`src/rtl/dhm_pd_ctrl.sv`:
```
// Power-down sequencer for one DHM core power domain: retention save/restore,
// sleep handshake with the power switch chain and sticky ack-timeout reporting.
module dhm_pd_ctrl #(
  parameter int unsigned SAVE_CYCLES    = 4,
  parameter int unsigned RESTORE_CYCLES = 4,
  parameter int unsigned ACK_TIMEOUT    = 200
) (
  input  logic       clk,
  input  logic       reset_n,
  input  logic       pwr_dn_req,
  input  logic       pwr_up_req,
  input  logic       sleep_ack,
  input  logic       err_clr,
  output logic [2:0] pd_state,
  output logic       rreg_save,
  output logic       rreg_restore,
  output logic       pd_on,
  output logic       pd_busy,
  output logic       ack_timeout
);

  localparam int unsigned CNT_W = 8;
  localparam logic [CNT_W-1:0] CNT_MAX      = '1;
  localparam logic [CNT_W-1:0] SAVE_LAST    = CNT_W'(SAVE_CYCLES - 1);
  localparam logic [CNT_W-1:0] RESTORE_LAST = CNT_W'(RESTORE_CYCLES - 1);
  localparam logic [CNT_W-1:0] ACK_LAST     = CNT_W'(ACK_TIMEOUT - 1);

  // bit1 of the encoding marks the domain as powered
  typedef enum logic [2:0] {
    ST_OFF     = 3'b000,
    ST_SLEEP   = 3'b001,
    ST_WAKE    = 3'b010,
    ST_RESTORE = 3'b011,
    ST_ON      = 3'b110,
    ST_SAVE    = 3'b111
  } state_t;

  state_t           state_q;
  state_t           state_nxt;
  logic [1:0]       sync_q;
  logic             sack;
  logic [CNT_W-1:0] cnt_q;
  logic             ctx_valid_q;
  logic             timeout_set;
  logic             ctx_set;
  logic             counting;

  assign sack     = sync_q[1];
  assign pd_state = state_q;
  assign counting = (state_q == ST_WAKE) || (state_q == ST_SLEEP) ||
                    (state_q == ST_SAVE) || (state_q == ST_RESTORE);

  // Next-state selection; a timeout takes the same exit as a real ack
  always_comb begin
    state_nxt   = state_q;
    timeout_set = 1'b0;
    ctx_set     = 1'b0;
    unique case (state_q)
      ST_OFF: begin
        if (pwr_up_req) state_nxt = ST_WAKE;
      end
      ST_WAKE: begin
        if (!sack || cnt_q >= ACK_LAST) begin
          timeout_set = sack;
          if (ctx_valid_q) state_nxt = ST_RESTORE;
          else             state_nxt = ST_ON;
        end
      end
      ST_RESTORE: begin
        if (cnt_q == RESTORE_LAST) state_nxt = ST_ON;
      end
      ST_ON: begin
        if (pwr_dn_req) state_nxt = ST_SAVE;
      end
      ST_SAVE: begin
        if (cnt_q == SAVE_LAST) begin
          state_nxt = ST_SLEEP;
          ctx_set   = 1'b1;
        end
      end
      ST_SLEEP: begin
        if (sack || cnt_q >= ACK_LAST) begin
          timeout_set = !sack;
          state_nxt   = ST_OFF;
        end
      end
      default: state_nxt = ST_OFF;
    endcase
  end

  // State, counter, synchroniser and outputs decoded from the next state
  always_ff @(posedge clk or negedge reset_n) begin
    if (!reset_n) begin
      state_q      <= ST_OFF;
      sync_q       <= 2'b00;
      cnt_q        <= '0;
      ctx_valid_q  <= 1'b0;
      rreg_save    <= 1'b0;
      rreg_restore <= 1'b0;
      pd_on        <= 1'b0;
      pd_busy      <= 1'b0;
      ack_timeout  <= 1'b0;
    end else begin
      sync_q  <= {sync_q[0], sleep_ack};
      state_q <= state_nxt;
      if (state_nxt != state_q)          cnt_q <= '0;
      else if (counting && cnt_q != CNT_MAX) cnt_q <= cnt_q + CNT_W'(1);
      ctx_valid_q  <= ctx_valid_q | ctx_set;
      rreg_save    <= (state_nxt == ST_SAVE);
      rreg_restore <= (state_nxt == ST_RESTORE);
      pd_on        <= (state_nxt == ST_ON);
      pd_busy      <= (state_nxt == ST_WAKE) || (state_nxt == ST_RESTORE) ||
                      (state_nxt == ST_SAVE) || (state_nxt == ST_SLEEP);
      if (timeout_set)  ack_timeout <= 1'b1;
      else if (err_clr) ack_timeout <= 1'b0;
    end
  end

endmodule

```
`config.mk`:
```
export PLATFORM = sky130hd
export DESIGN_NAME = dhm_pd_ctrl
export DESIGN_NICKNAME = d
export VERILOG_FILES = /design/src/rtl/dhm_pd_ctrl.sv
export SDC_FILE = /design/constraint.sdc
export NUM_CORES = 1
export LEC_CHECK = 0
export BUFFER_PORTS_ARGS = -buffer_cell sky130_fd_sc_hd__buf_4
export CAP_MARGIN = 20
export CORE_MARGIN = 2
export CORE_UTILIZATION = 60
export CTS_CLUSTER_SIZE = 10
export DETAILED_ROUTE_END_ITERATION = 10
export GPL_TIMING_DRIVEN = 1
export MAX_ROUTING_LAYER = met4
export PLACE_DENSITY = 0.92
export SYNTH_ARGS = -nofsm -noshare
export SYNTH_HDL_FRONTEND = slang
export SYNTH_SLANG_ARGS = --single-unit
```
`constraint.sdc`:
```
create_clock -name clk -period 5.7 [get_ports clk]
set_clock_uncertainty 0.1 [all_clocks]
set_input_delay 0.57 -clock clk [delete_from_list [all_inputs] [get_ports clk]]
set_output_delay 0.57 -clock clk [all_outputs]
set_load 0.02 [all_outputs]
```
Word level (Yosys, flattened, before mapping)
Index checks and enable logic that the tools add are counted.

Reductions and logical operators: 13. Mux-type cells: 17. Bitwise operators: 1. Add/sub/neg operators: 1. $lt $le $gt $ge: 1. Eq/ne operators: 13.

Operators by type and width (count): $mux 3 (7); $pmux 3 s6 (1); $mux 8 (2); $eq 3x2->1 const B (4); $eq 3x3->1 const B (4); $add 8x1->8 const B (1); $eq 8x2->1 const B (1); $ge 8x8->1 const B (1); $logic_or 1x1->1 (8); $ne 8x8->1 const B (1); $eq 3x1->1 const B (2); $mux 1 (6); $reduce_bool 2->1 (2); $logic_not 3->1 (1); $ne 3x3->1 (1); $pmux 1 s2 (1); $logic_and 1x1->1 (1); $logic_not 1->1 (1); $or 1x1->1 (1).

Logic and storage cells: 55. Bits in registers: 19. Input port bits: 6. Output and inout bits: 8.

Depth between registers and ports, before layout
Depth after elaboration: 8. Depth in mapped cells: 6. Mapped depth without buffers: 5.

Least setup slack after synthesis
No wires, ideal clock.

Path type: register to register. Start point: register cnt_q[0]. End point: register pd_busy. Buffers on the path: 0. Stages on the path, launching flop included: 6. Clock period less this slack: 1.922 ns. Slack: 3.778 ns. Setup time: 0.137 ns. Data arrival time: 1.685 ns. Required time: 5.463 ns. Cells stage by stage: dfrtp_1 > ha_1 > a2111oi_4 > a2111oi_4 > a211oi_1 > o32ai_1.

Word-level cells in the longest chain between the ends: 8. Elaborated cells on any way between the ends: 16. Classes of those cells: 1 x order compare; 5 x eq/ne; 5 x mux; 5 x reduce/logical.

Ends and longest elaborated chain: start: declaration (RTL line 42) `logic [CNT_W-1:0] cnt_q;`; start signal: assignment (RTL line 107) `else if (counting && cnt_q != CNT_MAX) cnt_q <= cnt_q + CNT_W'(1);`; $ge 8x8->1 (RTL line 63, 82); $logic_or 1x1->1, on equally long branches (RTL line 82, 63); $mux 3, on equally long branches (RTL line 82, 63); $pmux 3 s6 * (RTL line 58) `unique case (state_q)`; $eq 3x2->1 (RTL line 112) `pd_busy <= (state_nxt == ST_WAKE) || (state_nxt == ST_RESTORE) ||`; $logic_or 1x1->1 (2 in series) (RTL line 112); $logic_or 1x1->1 * (RTL line 113) `(state_nxt == ST_SAVE) || (state_nxt == ST_SLEEP);`; end signal: assignment (RTL line 112); end: declaration (RTL line 18) `output logic pd_busy,`.

Mark *: on every way between the ends. The rest lies on a longest branch, timed or not. A chain may end at the register's enable or synchronous reset.

Worst setup path in the final report
Start point: register cnt_q[0]. End point: register cnt_q[4].

Word-level cells in the longest chain between the ends: 6. Elaborated cells on any way between the ends: 16. Classes of those cells: 1 x add/sub; 1 x order compare; 3 x eq/ne; 7 x mux; 4 x reduce/logical.

Ends and longest elaborated chain: $ge 8x8->1 (RTL line 63, 82); $logic_or 1x1->1, on equally long branches (RTL line 82, 63); $mux 3, on equally long branches (RTL line 82, 63); $pmux 3 s6 (RTL line 58); $ne 3x3->1 (RTL line 106) `if (state_nxt != state_q) cnt_q <= '0;`; $mux 8 or $reduce_bool 2->1 (tied branches).

Parallel ways exist; a longest one is shown, timed or not. The select of a mux whose other input is x is not followed.

==> results.txt <==
- The run finished with clean final reports.
- Once placement finished, the instance area stood at 1251 um^2.
* Antenna Nets Post-Route: 0
- Number of buffers inserted during clock tree synthesis: 3
- In this run the biggest area consumer among cell types represents between 40% and 50% of the synthesized area.
* Largest cells by area after synthesis: sky130_fd_sc_hd__dfrtp_1 41%, sky130_fd_sc_hd__a2111oi_4 4.7%, sky130_fd_sc_hd__nor4_1 3.7%
* Peak clock frequency supported by timing: about 0.46 GHz
- Largest vdd supply drop: approximately 0.34 mV
* Top-count cell post-synth: sky130_fd_sc_hd__dfrtp_1
- Via total after detailed routing: 984
- Power density cells: ~480 nW/um^2
* Finished Layout Cells: 152
- Max-Cap Viols: 0
* CP delay by family, top: compound AO/OA/AOI/OAI gates
- In the final routed layout, each cell accounts on average for ~16 um.
- Buffers from clock root to sink, at most: 2
* Post-placement cell count: 148
- The worst pin sits at a relative slew slack of between 50 and 60%.
* Number of nets in the layout: 135
- Start of the worst register-to-register path: cnt_q[0]
- For this design, the CTS-stage hold fixing added 0 buffers.
- Of all cell types, the one taking the most synthesized area is sky130_fd_sc_hd__dfrtp_1.
- Number of DRC violations after detailed-routing iteration 0: 24
- Root buffer cell: sky130_fd_sc_hd__clkbuf_4
* Fin crit period: 2186 ps
- Placement Setup Slack: around 3600 ps
* Dominant synthesized flop cell: sky130_fd_sc_hd__dfrtp_1
- TritonCTS built the clock tree.
- Crit Reg-Reg Endpoint: cnt_q[4]
- Fill count: between 100 and 150
* Core area: 1783 um^2
- Measured along the x axis, the die boundary spans 48.16 um.
* Final wirelength: 2.464 mm
- The clock net in this run drives a total of 19 sinks.
- Setup repair after global routing left no endpoint under its margin.
- CP max stage delay: 440 ps
- Number of flops mapped to enable cells by yosys: 0
- In the final layout, the multi-input gates occupy 616.8 um^2.
* Post-route fraction of the period consumed by the critical path: 38.35%
- Cell Chain, Critical Path: ha_1 -> nor4b_4 -> a31oi_1 -> a31oi_2 -> nor3_1
- Number of nets produced by synthesis: 123
* Number of distinct library cell variants in the gate-level netlist after synthesis: roughly 40
* Top-level I/O count: 14
- Initial Utilization: 65.61%
* Maximum number of pins on one net before global-route repair: 20
- During placement, the flow inserted port buffers numbering 13.
* Register bit count reported by yosys: 19
* Vias in the first global route: 865
- The analysis attributes to cell leakage a power of between 0.5 and 0.6 nW.
- FFs w/ async S/R, synth: 100.0%
- Antenna violations before repair: 0
- For this run the aggregate overflow at the end of global routing stands at 0.
* Std cell rows: 15
* Worst hold-check path type: primary input to asynchronous set/reset pin
* Biggest fanout along the worst timing path: 8
- Slowest stage cell on the critical path: sky130_fd_sc_hd__a31oi_2
- DRC violations left: 0
* Vertical extent of the die: 48.16 um
* Cell area after synthesis: 1170 um^2
- The first global-routing pass estimated 3.795 mm of wire.
- For the pin with the worst max-slew slack, the measured transition is 642.1 ps.
* Half-perimeter wire length after placement: 1.843 mm
- Critical Path Sink Type: flip-flop
- Dividing the detail-routed via count by the number of cells gives 6.474.
- Data arrives at the worst endpoint at 2270 ps.
- The number of setup buffers added after CTS is 0.
- FF/Latch Area: 475.5 um^2
* Number of synthesis warnings: 0
- Number of failing hold endpoints at the final stage: 0
* Global Route Usage Sum: 25.34%
* Detailed-router iteration count before antenna repair: 4
- After clock tree synthesis, the repair step resized 0 gates.
- Overall power: 0.0006124 W
- Clock transition at the register clock pins on the worst setup and hold paths after CTS: 110 ps
- The number of antenna diodes in the final layout is 0.
* Final TNS setup: 0 ps
- WP buf/inv: 0
* Post-route setup slack: 3514 ps
- The cell count after synthesis came out at 116.
- Area delta synth->final: 9.519%
- The setup path with the least slack is of type flip-flop to flip-flop.
* Final setup viols: 0
* Required time worst endpoint: about 5800 ps
* Portion of the post-synthesis area used by sequential elements: just over 40%
* Most frequent cells after synthesis: 19 x sky130_fd_sc_hd__dfrtp_1, 9 x sky130_fd_sc_hd__nand2_1, 8 x sky130_fd_sc_hd__inv_1, 8 x sky130_fd_sc_hd__nor2_1, 7 x sky130_fd_sc_hd__nor4_1
- The die covers 2319 um^2.
* Worst reg2reg path depth: 5
- The setup check on the worst reg-to-reg path leaves a slack of 3510 ps.
- The post-route netlist has 21.26% of its cells at a drive strength greater than 1.
- Mean area per synthesized cell: 10.09 um^2
* Non-Filler Cell Area, Final: 1281 um^2
* Number of levels in the clock H-tree: 1
* Sort of element at the start of the critical path: flip-flop
* Final number of max-transition violations: 0
- RePlAce Congestion: 0.8680
- Later-pin clock latency in the skew report: 310 ps
## flip-flops by register name (all words and copies together) (netlist names)
| register | cells |
|---|---|
| ack_timeout | 1 |
| cnt_q | 8 |
| ctx_valid_q | 1 |
| pd_busy | 1 |
| pd_on | 1 |
| pd_state | 3 |
| rreg_restore | 1 |
| rreg_save | 1 |
| sync_q | 2 |
## worst reg2reg max path, cell delays in order, from the launching register on
cell and delay [ps]:
sky130_fd_sc_hd__dfrtp_1 420, sky130_fd_sc_hd__ha_1 300, sky130_fd_sc_hd__nor4b_4 410, sky130_fd_sc_hd__a31oi_1 250, sky130_fd_sc_hd__a31oi_2 440, sky130_fd_sc_hd__nor3_1 130
## stage by stage
step	util, %	hold WS [ps]
after floorplan	-	174.4
after CTS	71.86	12.95
after global placement	70.18	232.1
after global routing	71.86	8.325
after detailed placement	70.18	244.9
final	71.86	10.09
## placed cells by master (no fill, tap or decap), types with 2 or more instances in the layout
| cell type | instances |
|---|---|
| sky130_fd_sc_hd__nor4_1 | 7 |
| sky130_fd_sc_hd__inv_1 | 8 |
| sky130_fd_sc_hd__nand2b_1 | 2 |
| sky130_fd_sc_hd__a21boi_0 | 2 |
| sky130_fd_sc_hd__nand4_1 | 2 |
| sky130_fd_sc_hd__o31ai_1 | 3 |
| sky130_fd_sc_hd__nand2_1 | 9 |
| sky130_fd_sc_hd__buf_4 | 13 |
| sky130_fd_sc_hd__or3_1 | 2 |
| sky130_fd_sc_hd__o21ai_0 | 3 |
| sky130_fd_sc_hd__and3_1 | 2 |
| sky130_fd_sc_hd__nor3_1 | 3 |
| sky130_fd_sc_hd__o41ai_1 | 3 |
| sky130_fd_sc_hd__a31oi_1 | 2 |
| sky130_fd_sc_hd__a2111oi_4 | 2 |
| sky130_fd_sc_hd__a211oi_1 | 4 |
| sky130_fd_sc_hd__o21a_1 | 2 |
| sky130_fd_sc_hd__nor2_1 | 8 |
| sky130_fd_sc_hd__nand3_1 | 4 |
| sky130_fd_sc_hd__dfrtp_1 | 19 |
| sky130_fd_sc_hd__clkbuf_4 | 3 |
| sky130_fd_sc_hd__a21oi_1 | 5 |
## cell type report
type | count | area share [%]
multi-input combinational | 83 | 48.14
sequential | 19 | 37.11
timing repair buffer | 13 | 7.617
clock inverter | 1 | 0.5859
clock buffer | 3 | 1.758
tap | 25 | 2.441
inverter | 8 | 2.344
## logic make-up (layout without fill, tap and decap cells)
group,count (synthesis),count (layout),share of synthesized area [%]
simple gates,47,47,23.64
compound gates,34,34,27.16
flops,19,19,40.64
buf+inv,14,25,6.631
fa+ha+maj,1,1,1.069
mux,1,1,0.8556
## routing by layer
layer	track usage (%)	part of all wire (%)	vias up
li1	-	-	463
met3	4.815	4.1	4
met5	-	0	-
met2	37.63	51	33
met4	14.05	2.0	0
met1	32.38	43	484
## where the power goes
part	switching, W	internal, W
Clock	0.0000440	0.0000268
Sequential	0.0000608	0.000171
Combinational	0.000186	0.000123
## worst max-delay path by stage
| stage | startpoint | to | slack, ps | cells after the start |
|---|---|---|---|---|
| after floorplan | cnt_q[0] | pd_busy | 3780 | 5 |
| after global placement | cnt_q[5] | cnt_q[6] | 3660 | 4 |
| after detailed placement | cnt_q[0] | cnt_q[4] | 3590 | 5 |
| after CTS | cnt_q[0] | cnt_q[6] | 3560 | 5 |
| after global routing | cnt_q[0] | pd_busy | 3400 | 5 |
| final | cnt_q[0] | cnt_q[4] | 3510 | 5 |
(Power assumes the default switching activity.)
